--- config.mk ---
export PLATFORM = sky130hd
export DESIGN_NAME = alu_operand_stage
export DESIGN_NICKNAME = d
export VERILOG_FILES = /design/src/rtl/alu_isa_pkg.sv /design/src/rtl/reg_file_16x.sv /design/src/rtl/alu_operand_stage.sv
export SDC_FILE = /design/constraint.sdc
export NUM_CORES = 1
export LEC_CHECK = 0
export CAP_MARGIN = 20
export CORE_MARGIN = 3
export CORE_UTILIZATION = 40
export DETAILED_ROUTE_END_ITERATION = 8
export PLACE_DENSITY = 0.66
export SYNTH_ARGS = -nofsm -noshare
export SYNTH_HDL_FRONTEND = slang
export SYNTH_HIERARCHICAL = 1
export SYNTH_SLANG_ARGS = --single-unit
--- constraint.sdc ---
create_clock -name clk -period 2.2 [get_ports clk]
set_input_delay 0.44 -clock clk [delete_from_list [all_inputs] [get_ports clk]]
set_output_delay 0.44 -clock clk [all_outputs]
set_load 0.03 [all_outputs]
--- src/rtl/alu_isa_pkg.sv ---
`default_nettype none
//------------------------------------------------------------------------------
// Module   : alu_isa_pkg
// Purpose  : Shared ISA definitions for the operand stage and the ALU: field
//            layout of the 16-bit instruction, opcode / ext encodings, datapath
//            constants and the small decode helpers both blocks agree on.
// Ports    : none (package)
// Revision : 1.0  initial release
//------------------------------------------------------------------------------
package alu_isa_pkg;

   localparam int DATA_WIDTH = 16;
   localparam int REG_ADDR_W = 4;
   localparam int NUM_REGS   = 16;
   localparam int CTL_WIDTH  = 8;

   typedef logic [3:0]            opcode_t;
   typedef logic [3:0]            ext_t;
   typedef logic [REG_ADDR_W-1:0] regaddr_t;

   // Instruction word layout: opcode | Rdest | ext | Rsrc  (imm8 = {ext, Rsrc})
   typedef struct packed {
      opcode_t  opcode;
      regaddr_t rdest;
      ext_t     ext;
      regaddr_t rsrc;
   } instr_t;

   // Opcodes
   localparam opcode_t OP_RTYPE     = 4'b0000;
   localparam opcode_t OP_ANDI      = 4'b0001;
   localparam opcode_t OP_ORI       = 4'b0010;
   localparam opcode_t OP_XORI      = 4'b0011;
   localparam opcode_t OP_MEMANDJMP = 4'b0100;
   localparam opcode_t OP_ADDI      = 4'b0101;
   localparam opcode_t OP_ADDUI     = 4'b0110;
   localparam opcode_t OP_SHIFT     = 4'b1000;
   localparam opcode_t OP_SUBI      = 4'b1001;
   localparam opcode_t OP_CMPI      = 4'b1011;
   localparam opcode_t OP_BCOND     = 4'b1100;
   localparam opcode_t OP_MOVI      = 4'b1101;
   localparam opcode_t OP_LUI       = 4'b1111;

   // RTYPE ext codes
   localparam ext_t EXT_AND   = 4'b0001;
   localparam ext_t EXT_OR    = 4'b0010;
   localparam ext_t EXT_XOR   = 4'b0011;
   localparam ext_t EXT_ADD   = 4'b0101;
   localparam ext_t EXT_ADDU  = 4'b0110;
   localparam ext_t EXT_SUB   = 4'b1001;
   localparam ext_t EXT_CMP   = 4'b1011;
   localparam ext_t EXT_MOV   = 4'b1101;

   // SHIFT-opcode ext codes
   localparam ext_t EXT_LSH   = 4'b0100;
   localparam ext_t EXT_STORI = 4'b0101;
   localparam ext_t EXT_ASH   = 4'b0110;

   // MEMANDJMP ext codes
   localparam ext_t EXT_LOAD  = 4'b0000;
   localparam ext_t EXT_STORE = 4'b0100;
   localparam ext_t EXT_JCOND = 4'b1100;

   // Sub-classes of the SHIFT opcode, which decide the operand routing
   typedef enum logic [1:0] {
      SHK_REG   = 2'd0,   // shift amount in a register
      SHK_IMM   = 2'd1,   // shift amount encoded in the instruction
      SHK_STORI = 2'd2    // store-immediate shares the opcode
   } shift_kind_t;

   // Opcodes whose destination operand is an extended imm8
   function automatic logic is_imm_op(input opcode_t op);
      case (op)
         OP_ANDI, OP_ORI, OP_XORI, OP_ADDI, OP_ADDUI,
         OP_SUBI, OP_CMPI, OP_MOVI, OP_LUI: return 1'b1;
         default:                           return 1'b0;
      endcase
   endfunction

   function automatic logic imm_is_signed(input opcode_t op);
      case (op)
         OP_ADDI, OP_SUBI, OP_CMPI, OP_MOVI: return 1'b1;
         default:                            return 1'b0;
      endcase
   endfunction

   function automatic logic writes_rdest(input opcode_t op, input ext_t ext);
      case (op)
         OP_RTYPE:     return (ext != EXT_CMP);
         OP_CMPI:      return 1'b0;
         OP_SHIFT:     return (ext != EXT_STORI);
         OP_MEMANDJMP: return !((ext == EXT_STORE) || (ext == EXT_JCOND));
         OP_BCOND:     return 1'b0;
         default:      return 1'b1;
      endcase
   endfunction

   // Unlisted SHIFT ext codes are routed like an immediate shift
   function automatic shift_kind_t shift_kind(input ext_t ext);
      if ((ext == EXT_LSH) || (ext == EXT_ASH))
         return SHK_REG;
      else if (ext == EXT_STORI)
         return SHK_STORI;
      else
         return SHK_IMM;
   endfunction

endpackage
`default_nettype wire

--- src/rtl/reg_file_16x.sv ---
`default_nettype none
//------------------------------------------------------------------------------
// Module   : reg_file_16x
// Purpose  : General-purpose register file, one synchronous write port and two
//            combinational read ports. Reads return registered contents only;
//            any write-to-read forwarding is done by the instantiating stage.
// Ports    : clk      in   clock
//            reset_n  in   asynchronous active-low reset, clears every entry
//            we       in   write enable
//            waddr    in   write address
//            wdata    in   write data
//            raddr_a  in   read port A address
//            rdata_a  out  read port A data
//            raddr_b  in   read port B address
//            rdata_b  out  read port B data
// Revision : 1.0  initial release
//------------------------------------------------------------------------------
module reg_file_16x
   import alu_isa_pkg::*;
#(
   parameter int WIDTH = DATA_WIDTH,
   parameter int NREGS = NUM_REGS
) (
   input  logic                  clk,
   input  logic                  reset_n,
   input  logic                  we,
   input  logic [REG_ADDR_W-1:0] waddr,
   input  logic [WIDTH-1:0]      wdata,
   input  logic [REG_ADDR_W-1:0] raddr_a,
   output logic [WIDTH-1:0]      rdata_a,
   input  logic [REG_ADDR_W-1:0] raddr_b,
   output logic [WIDTH-1:0]      rdata_b
);

   logic [WIDTH-1:0] r_mem [NREGS];

   always_ff @(posedge clk or negedge reset_n) begin
      if (!reset_n) begin
         for (int i = 0; i < NREGS; i++) begin
            r_mem[i] <= '0;
         end
      end else if (we) begin
         r_mem[waddr] <= wdata;
      end
   end

   assign rdata_a = r_mem[raddr_a];
   assign rdata_b = r_mem[raddr_b];

endmodule
`default_nettype wire

--- src/rtl/alu_operand_stage.sv ---
`default_nettype none
//------------------------------------------------------------------------------
// Module   : alu_operand_stage
// Purpose  : Issue stage in front of the ALU. Decodes one instruction per
//            valid/ready handshake, reads the register file, extends the
//            immediate and registers the ALU operands. A per-register pending
//            scoreboard (set on issue of a writing instruction, cleared by
//            writeback or by flushing the held instruction) stalls
//            read-after-write hazards.
// Config   : ALU_OPERAND_BYPASS_EN - when defined, a read of the register being
//            written back this cycle takes wbData and is not treated as
//            pending, so a dependent instruction issues in the writeback cycle.
// Ports    : clk               in   clock
//            reset_n           in   asynchronous active-low reset
//            instr             in   instruction word
//            instrValid        in   instr is valid
//            instrReady        out  stage accepts instr this cycle
//            flush             in   drop the held output instruction
//            outReady          in   downstream consumes the output
//            outValid          out  output operands valid
//            aluEnable         out  copy of outValid
//            operationControl  out  {opcode, ext}, ext zeroed for immediates
//            sourceData        out  ALU source operand
//            destData          out  ALU destination operand
//            outDestAddr       out  Rdest of the held instruction
//            outWrites         out  held instruction writes Rdest
//            wbEn/wbAddr/wbData in register-file write port
// Revision : 1.0  initial release
//------------------------------------------------------------------------------
module alu_operand_stage
   import alu_isa_pkg::*;
#(
   parameter int WIDTH   = DATA_WIDTH,
   parameter int CTL_LEN = CTL_WIDTH,
   parameter int NREGS   = NUM_REGS
) (
   input  logic                  clk,
   input  logic                  reset_n,
   input  logic [15:0]           instr,
   input  logic                  instrValid,
   output logic                  instrReady,
   input  logic                  flush,
   input  logic                  outReady,
   output logic                  outValid,
   output logic                  aluEnable,
   output logic [CTL_LEN-1:0]    operationControl,
   output logic [WIDTH-1:0]      sourceData,
   output logic [WIDTH-1:0]      destData,
   output logic [REG_ADDR_W-1:0] outDestAddr,
   output logic                  outWrites,
   input  logic                  wbEn,
   input  logic [REG_ADDR_W-1:0] wbAddr,
   input  logic [WIDTH-1:0]      wbData
);

   instr_t                w_f;
   logic [7:0]            w_imm8;
   logic [WIDTH-1:0]      w_rf_a;      // R[Rdest] from the register file
   logic [WIDTH-1:0]      w_rf_b;      // R[Rsrc]  from the register file
   logic [WIDTH-1:0]      w_rd_a;
   logic [WIDTH-1:0]      w_rd_b;
   logic [WIDTH-1:0]      w_imm_ext;
   logic [WIDTH-1:0]      w_imm_zext;
   logic [WIDTH-1:0]      w_src;
   logic [WIDTH-1:0]      w_dst;
   logic [3:0]            w_ext_out;
   logic                  w_use_a;
   logic                  w_use_b;
   logic                  w_writes;
   logic                  w_hazard;
   logic                  w_ready;
   logic                  w_fire;
   logic [NREGS-1:0]      w_pend_eff;
   logic [NREGS-1:0]      w_wb_clr;
   logic [NREGS-1:0]      w_flush_clr;
   logic [NREGS-1:0]      w_set;

   logic [NREGS-1:0]      r_pending;
   logic                  r_valid;
   logic [CTL_LEN-1:0]    r_ctl;
   logic [WIDTH-1:0]      r_src;
   logic [WIDTH-1:0]      r_dst;
   logic [REG_ADDR_W-1:0] r_dest;
   logic                  r_writes;

   assign w_f    = instr_t'(instr);
   assign w_imm8 = instr[7:0];

   //---------------------------------------------------------------------------
   // Register file: port A always reads Rdest, port B always reads Rsrc
   //---------------------------------------------------------------------------
   reg_file_16x #(
      .WIDTH (WIDTH),
      .NREGS (NREGS)
   ) u_reg_file (
      .clk     (clk),
      .reset_n (reset_n),
      .we      (wbEn),
      .waddr   (wbAddr),
      .wdata   (wbData),
      .raddr_a (w_f.rdest),
      .rdata_a (w_rf_a),
      .raddr_b (w_f.rsrc),
      .rdata_b (w_rf_b)
   );

   assign w_wb_clr = wbEn ? (NREGS'(1) << wbAddr) : '0;

`ifdef ALU_OPERAND_BYPASS_EN
   // Forward the writeback value and hide the bit it is about to clear
   assign w_rd_a     = (wbEn && (wbAddr == w_f.rdest)) ? wbData : w_rf_a;
   assign w_rd_b     = (wbEn && (wbAddr == w_f.rsrc))  ? wbData : w_rf_b;
   assign w_pend_eff = r_pending & ~w_wb_clr;
`else
   assign w_rd_a     = w_rf_a;
   assign w_rd_b     = w_rf_b;
   assign w_pend_eff = r_pending;
`endif

   //---------------------------------------------------------------------------
   // Decode: operand routing, immediate extension, register usage
   //---------------------------------------------------------------------------
   assign w_imm_zext = {{(WIDTH-8){1'b0}}, w_imm8};
   assign w_imm_ext  = imm_is_signed(w_f.opcode) ? {{(WIDTH-8){w_imm8[7]}}, w_imm8}
                                                 : w_imm_zext;
   assign w_writes   = writes_rdest(w_f.opcode, w_f.ext);

   always_comb begin
      w_src     = '0;
      w_dst     = '0;
      w_use_a   = 1'b0;
      w_use_b   = 1'b0;
      w_ext_out = w_f.ext;
      case (w_f.opcode)
         OP_RTYPE: begin
            w_src   = w_rd_b;
            w_dst   = w_rd_a;
            w_use_a = 1'b1;
            w_use_b = 1'b1;
         end
         OP_SHIFT: begin
            case (shift_kind(w_f.ext))
               SHK_REG: begin
                  w_src   = w_rd_a;
                  w_dst   = w_rd_b;
                  w_use_a = 1'b1;
                  w_use_b = 1'b1;
               end
               SHK_STORI: begin
                  w_src   = w_imm_zext;
                  w_dst   = w_rd_a;
                  w_use_a = 1'b1;
               end
               default: begin
                  w_src   = w_rd_a;
                  w_use_a = 1'b1;
               end
            endcase
         end
         OP_MEMANDJMP: begin
            w_src   = w_rd_a;
            w_dst   = w_rd_b;
            w_use_a = 1'b1;
            w_use_b = 1'b1;
         end
         default: begin
            // Immediate class; BCOND and unassigned opcodes read no registers
            // and present zero operands.
            if (is_imm_op(w_f.opcode)) begin
               w_src     = w_rd_a;
               w_dst     = w_imm_ext;
               w_use_a   = 1'b1;
               w_ext_out = 4'b0000;
            end
         end
      endcase
   end

   //---------------------------------------------------------------------------
   // Handshake and hazard detection
   //---------------------------------------------------------------------------
   assign w_hazard = instrValid &
                     ((w_use_a & w_pend_eff[w_f.rdest]) |
                      (w_use_b & w_pend_eff[w_f.rsrc]));
   assign w_ready  = (!r_valid || outReady) && !w_hazard && !flush;
   assign w_fire   = instrValid && w_ready;

   //---------------------------------------------------------------------------
   // Pending scoreboard: a set in the same cycle as a clear of that bit wins
   //---------------------------------------------------------------------------
   assign w_set       = (w_fire && w_writes) ? (NREGS'(1) << w_f.rdest) : '0;
   // A flushed instruction will never write back, so release its register
   assign w_flush_clr = (flush && r_valid && r_writes) ? (NREGS'(1) << r_dest) : '0;

   always_ff @(posedge clk or negedge reset_n) begin
      if (!reset_n) begin
         r_pending <= '0;
      end else begin
         r_pending <= (r_pending & ~(w_wb_clr | w_flush_clr)) | w_set;
      end
   end

   //---------------------------------------------------------------------------
   // Output register; flush has priority over both a new issue and outReady
   //---------------------------------------------------------------------------
   always_ff @(posedge clk or negedge reset_n) begin
      if (!reset_n) begin
         r_valid  <= 1'b0;
         r_ctl    <= '0;
         r_src    <= '0;
         r_dst    <= '0;
         r_dest   <= '0;
         r_writes <= 1'b0;
      end else if (flush) begin
         r_valid  <= 1'b0;
      end else if (w_fire) begin
         r_valid  <= 1'b1;
         r_ctl    <= CTL_LEN'({w_f.opcode, w_ext_out});
         r_src    <= w_src;
         r_dst    <= w_dst;
         r_dest   <= w_f.rdest;
         r_writes <= w_writes;
      end else if (outReady) begin
         r_valid  <= 1'b0;
      end
   end

   assign instrReady       = w_ready;
   assign outValid         = r_valid;
   assign aluEnable        = r_valid;
   assign operationControl = r_ctl;
   assign sourceData       = r_src;
   assign destData         = r_dst;
   assign outDestAddr      = r_dest;
   assign outWrites        = r_writes;

endmodule
`default_nettype wire

== After elaboration in Yosys (flattened, before gate mapping) ==
Memory sizes are Yosys's and may differ from the RTL's.
Cells that the tools add are included.

* Memories kept: 1
* ROM bits: 16
* Logic and storage cells: 119
* Flip-flop bits (word level): 318
* Bits of input ports: 42
* Output and inout port bits: 48

* Bitwise logic cells: 12
* Reductions and logical operators: 22
* Shift operators: 3
* Multiplexer cells: 38
* $lt $le $gt $ge: 6
* Eq/ne operators: 14

{| class="wikitable"
|+ Memories
! name !! words !! width !! read ports !! clocked after Yosys merged registers in !! wr ports !! line !! RTL
|-
| (no name shown) || 16 || 1 || 1 || 0 || 0 || alu_isa_pkg.sv:73 || <nowiki>case (op)</nowiki>
|}

{| class="wikitable"
|+ Operators by type and width
! kind !! count
|-
| 256-bit bitwise mux || 1
|-
| 16-bit two-way mux || 12
|-
| 16-bit binary-select mux with 4-bit select || 2
|-
| 16-bit case mux with 3 select lines || 2
|-
| 16-bit demux with 4-bit select || 1
|-
| 1-bit by 4-bit << shifter with 16-bit output, first input constant || 3
|-
| 16-bit bitwise OR || 2
|-
| 16-bit case mux with 2 select lines || 1
|-
| 4-bit equality test, second input constant || 6
|-
| 4-bit by 3-bit equality test with 1-bit output, second input constant || 5
|-
| 16-bit bitwise AND || 1
|-
| 16-bit inverter || 1
|-
| 5-bit greater-or-equal comparator, second input constant || 3
|-
| 4-bit inverter with 5-bit output || 3
|-
| 4-bit by 5-bit less-than comparator with 1-bit output, second input constant || 2
|-
| 1-bit two-way mux || 10
|-
| 1-bit binary-select mux with 4-bit select || 2
|-
| 4-bit two-way mux || 2
|-
| 1-bit logical AND || 7
|-
| 2-bit two-way mux || 3
|-
| 5-bit by 1-bit less-than comparator with 1-bit output, second input constant || 1
|-
| 1-bit logical NOT || 4
|-
| 4-bit logical NOT || 1
|-
| 4-bit by 3-bit inequality test with 1-bit output, second input constant || 1
|-
| other kinds (14) || 19
|}

== Longest topological paths before layout ==
* Depth in word-level cells: 17
* Gate-level depth with buffers: 9
* Depth with buffers taken out: 7

== Cells and area by module ==
The synthesis kept the hierarchy.

{| class="wikitable"
|+ Modules (own cells, without submodules)
! module !! cells each !! times used !! sequential area each (µm²) !! area an instance (µm²)
|-
| reg_file_16x || 849 || 1 || 6406.1 || 13470.4
|-
| alu_operand_stage || 310 || 1 || 1551.5 || 3542.1
|}

== Least setup slack after synthesis ==
Ideal clock, no wire load.

* Kind: input to output
* From: input port instr[1]
* To: output port instrReady
* Path slack: -294 ps
* Cell stages on the path: 6
* Buffers on the path: 1
* Data arrival time: 2054 ps
* Data required time: 1760 ps
* Cell sequence: buf_2 -> mux4_2 -> a22oi_1 -> a221o_2 -> nand3_1 -> a21oi_1

* Longest elaborated chain between the ends: 8

{| class="wikitable"
|+ RTL lines
! element !! line !! RTL
|-
| from (decl) || alu_operand_stage.sv:39 || <nowiki>input logic [15:0] instr,</nowiki>
|-
| 1-bit binary-select mux with 4-bit select || alu_operand_stage.sv:184 || <nowiki>(w_use_b & w_pend_eff[w_f.rsrc]));</nowiki>
|-
| 1-bit two-way mux (implied by the code) || alu_operand_stage.sv:184 ||
|-
| 1-bit bitwise AND || alu_operand_stage.sv:184 ||
|-
| 1-bit bitwise OR || alu_operand_stage.sv:183 || <nowiki>((w_use_a & w_pend_eff[w_f.rdest]) |</nowiki>
|-
| 1-bit bitwise AND || alu_operand_stage.sv:182 || <nowiki>assign w_hazard = instrValid &</nowiki>
|-
| 1-bit logical NOT || alu_operand_stage.sv:185 || <nowiki>assign w_ready = (!r_valid || outReady) && !w_hazard && !flush;</nowiki>
|-
| 1-bit logical AND (2 in series) || alu_operand_stage.sv:185 ||
|-
| to (decl) || alu_operand_stage.sv:41 || <nowiki>output logic instrReady,</nowiki>
|}

No other way between the ends. The select of a mux whose other input is x is not followed.

== Worst setup path in the final report ==
* From: register r_pending[12]
* To: output port instrReady

* Longest elaborated chain between the ends: 8
* Elaborated cells between the ends (all ways): 11
* Classes of those cells: mux (4); bitwise (4); reduce/logical (3)

{| class="wikitable"
|+ RTL lines
! element !! line !! RTL
|-
| from (decl) || alu_operand_stage.sv:78 || <nowiki>logic [NREGS-1:0] r_pending;</nowiki>
|-
| from (signal assigned) || alu_operand_stage.sv:199 || <nowiki>r_pending <= (r_pending & ~(w_wb_clr | w_flush_clr)) | w_set;</nowiki>
|-
| 1-bit binary-select mux with 4-bit select, on equally long branches || alu_operand_stage.sv:183, alu_operand_stage.sv:184 ||
|-
| 1-bit two-way mux, on equally long branches || alu_operand_stage.sv:183, alu_operand_stage.sv:184 ||
|-
| 1-bit bitwise AND, on equally long branches || alu_operand_stage.sv:183, alu_operand_stage.sv:184 ||
|-
| 1-bit bitwise OR (*) || alu_operand_stage.sv:183 ||
|-
| 1-bit bitwise AND (*) || alu_operand_stage.sv:182 ||
|-
| 1-bit logical NOT (*) || alu_operand_stage.sv:185 ||
|-
| 1-bit logical AND (*) (2 in series) || alu_operand_stage.sv:185 ||
|}

Mark *: on every way between the ends. The rest lies on a longest branch, timed or not. The select of a mux whose other input is x is not followed.

==> metrics.yaml <==
global_routing:
  first_global_vias: 12300
  antenna_found_initial: 1
  grt_start_max_net_pins: 74
  grt_overflow: 0
  track_usage_pct: 22.4
  grt_pass1_wl_um: 76300
critical_path:
  critPathSlowestCell: "dfrtp_1"
  crit_path_max_fanout: 2
  cp.required_ns: 1.76
  path_cells: "buf_4 > nor2b_1 > a211oi_1 > or4_4 > nand3_2 > a21oi_4 > buf_6"
  reg2reg_depth: 9
  endpoint_kind: "output port"
  path_class: "reg -> out"
  cpPeakStageDelay_ns: 0.39
  cp_data_arrival_time_ns: 2.21
  crit_path_start_kind: "register"
synth:
  syn_inst: 1159
  synth-seq-cells: 318
  avgSynthCellArea_um2: 14.7
  synth_nets: 1204
  synth_warnings: 6
  netlist_area_mm2: 0.0170
  ys.flop_type: "dfrtp_1"
  async_flop_share_pct: 100
  synth_edf_count: 0
  ys_seq_area_share_pct: 46.8
  synthDistinctLibCells: 49
floorplanning:
  die_area_mm2: 0.0450
  die_y_um: 212
  rows: 74
  die_x_um: 212
  start_util_pct: 41.1
  core_area_mm2: 0.0414
  num_io_pins: 90
sta:
  rsz0062_at_grt: "yes"
  fin_skew_ns: 0.0134
  setup_ws_ns: -0.447
  hold-worst-slack_ns: 0.403
  tightest_slew_ns: 0.850
  drv_slew: 0
  relSlewSlack_pct: 43.2
  min_period_over_period_pct: 120
  hold_violations: 0
  setup_violations: 50
  clock.fmax_mhz: 378
  finalWorstPathRequiredPeriod_ns: 2.65
placed_design:
  pre_cts_ws_ns: -0.736
  dp_hpwl_um: 33200
  gp_congestion: 0.909
  port_buffers: 89
  post-place-cells: 1850
finish:
  mostFrequentLayoutCells: "dfrtp_1, mux2_2, buf_4, mux4_2, clkdlybuf4s50_1"
  fill_cells: 3355
  stdcell_count: 1940
  layout.nets: 1428
  final_common_cell: "dfrtp_1"
  area_growth_pct: 28.8
  drive_gt1_share_pct: 52.7
status:
  outcome: "complete, but fails checks"
  violations: "negative setup slack"
clocking:
  htreeDepth: 2
  worstSkewPairLatency_ns: 0.52
  cts_made_buffers: 34
  cts_tree: "built"
  clock_path_buffers: 3
  root_buffer: "clkbuf_16"
  clock-sinks: 318
  cts.clk_slew.worst_paths_ns: 0.06
power_and_ir_drop:
  power_frac_comb_pct: 29.0
  clock_power_share_pct: 29.4
  p_leak_uw: 0.00949
  switching_share_pct: 29.3
  p_total_uw: 19800
  p_sw_uw: 5810
  power_frac_seq_pct: 41.6
  power_density_mw_per_mm2: 904
  irDropWorstVdd_mv: 0.610
  intPower_uw: 14000
detailed_routing:
  route.detailed.drc: 0
  vias_per_cell: 6.14
  ant_nets: 0
  wl_per_cell_um: 26.4
  routed_wl_um: 51200
  first_iter_violations: 971
  dr.pass1.iters: 7
  vias: 11900
flow_run:
  maxCapViolations: 0
min_path:
  hold_depth: 3
  min_path_type: "in -> reg"
Yosys cell counts (all sizes together), types with 3 or more instances:
cell type / instances / share of area (%)
ha: 3 / 0.22
a21oi: 5 / 0.15
nand2: 43 / 0.95
buf: 53 / 2.0
mux4: 131 / 17
and2: 3 / 0.11
nand2b: 18 / 0.75
a22oi: 65 / 2.9
or2: 4 / 0.15
nor3: 7 / 0.38
mux2: 298 / 20
or4: 3 / 0.15
mux2i: 13 / 0.76
o221ai: 17 / 0.88
nor2: 14 / 0.37
o21ai: 4 / 0.12
o41ai: 16 / 0.82
nand3: 6 / 0.18
inv: 20 / 0.44
a222oi: 11 / 0.65
a221o: 11 / 0.65
a22o: 11 / 0.57
or3: 3 / 0.11
nor2b: 11 / 0.40
dfrtp: 318 / 47
clkbuf: 47 / 1.0
nand3b: 6 / 0.26
o22ai: 5 / 0.18
worst max-delay path, delay by kind of cell (launching register included):
family,cells,cell delay (ns)
buf+inv,2,0.29
flops,1,0.39
compound gates,2,0.53
simple gates,3,0.48
stage by stage:
stage	TNS [ns]	utilization (%)	cell area, µm²
2_1_floorplan	-1.43	-	17400
3_3_place_gp	-59.06	48.8	20200
3_5_place_dp	-64.75	48.8	20200
4_1_cts	-0.439	51.7	21400
5_1_grt	-8.93	53.0	21900
6_report	-5.33	53.0	21900
area by class of cell:
class	instances	area [µm²]	area share, %
diodes	1	2.50	0.0114
well taps	532	666	3.04
clock inverters	8	101	0.462
repair buffers	288	3130	14.3
clock buffers	52	1030	4.70
flip-flops and latches	318	7960	36.3
inverters	20	90.1	0.411
multi-input cells	721	8940	40.8
flip-flops by register name, summed over array words and instances, names as in the netlist:
name,flops
aluEnable,1
destData,16
operationControl,8
outDestAddr,4
outWrites,1
r_pending,16
sourceData,16
u_reg_file/r_mem,256
per-layer routing:
| metal | vias to the layer above | GRT usage (%) | routed length, µm | part of all wire (%) |
|---|---|---|---|---|
| met5 | - | 0 | 0 | 0 |
| li1 | 5026 | - | - | - |
| met2 | 473 | 36.9 | 24700 | 48 |
| met3 | 94 | 4.66 | 3950 | 7.7 |
| met4 | 0 | 5.67 | 1390 | 2.7 |
| met1 | 6327 | 30.7 | 21200 | 41 |
cell families (layout without fill, tap and decap cells):
kind of cell | count (synthesis) | count (layout) | share of synthesized area (%)
other | 0 | 1 | 0
adder cells (fa/ha/maj) | 3 | 3 | 0.221
AO/OA/AOI/OAI | 150 | 150 | 7.12
AND/OR/NAND/NOR | 126 | 126 | 4.38
flip-flops | 318 | 318 | 46.8
buffers and inverters | 120 | 368 | 3.43
multiplexers | 442 | 442 | 38.1
path summary, 6_finish.rpt:
kind                                startpoint              endpoint  slack, ns
max                              r_pending[12]            instrReady      -0.45
min                                  instr[13]   operationControl[5]       0.40
max reg2reg                       r_pending[7]   operationControl[6]      -0.13
min reg2reg                operationControl[5]   operationControl[5]       0.51
max in group asynchronous              reset_n   u_reg_file/r_mem[0]       0.99
min in group asynchronous              reset_n  u_reg_file/r_mem[18]       0.44
power groups by stage:
stage	clock, µW	sequential (µW)	combinational (µW)
final	5820	8250	5750
after floorplan	0	8420	3300
after detailed placement	0	8300	5500
after global routing	6170	8420	6090
after global placement	0	8210	5380
after CTS	5940	8210	5550
timing repair:
action / in CTS / in global routing
gates cloned: 0 / 7
buffers inserted: 3 / 18
setup endpoints to repair: 63 / 61
pin swaps: 2 / 10
hold buffers: 1 / 0
gates resized for setup: 11 / 36
endpoints found under the hold margin: 38 / 0
Power figures use the tool's default switching activity.
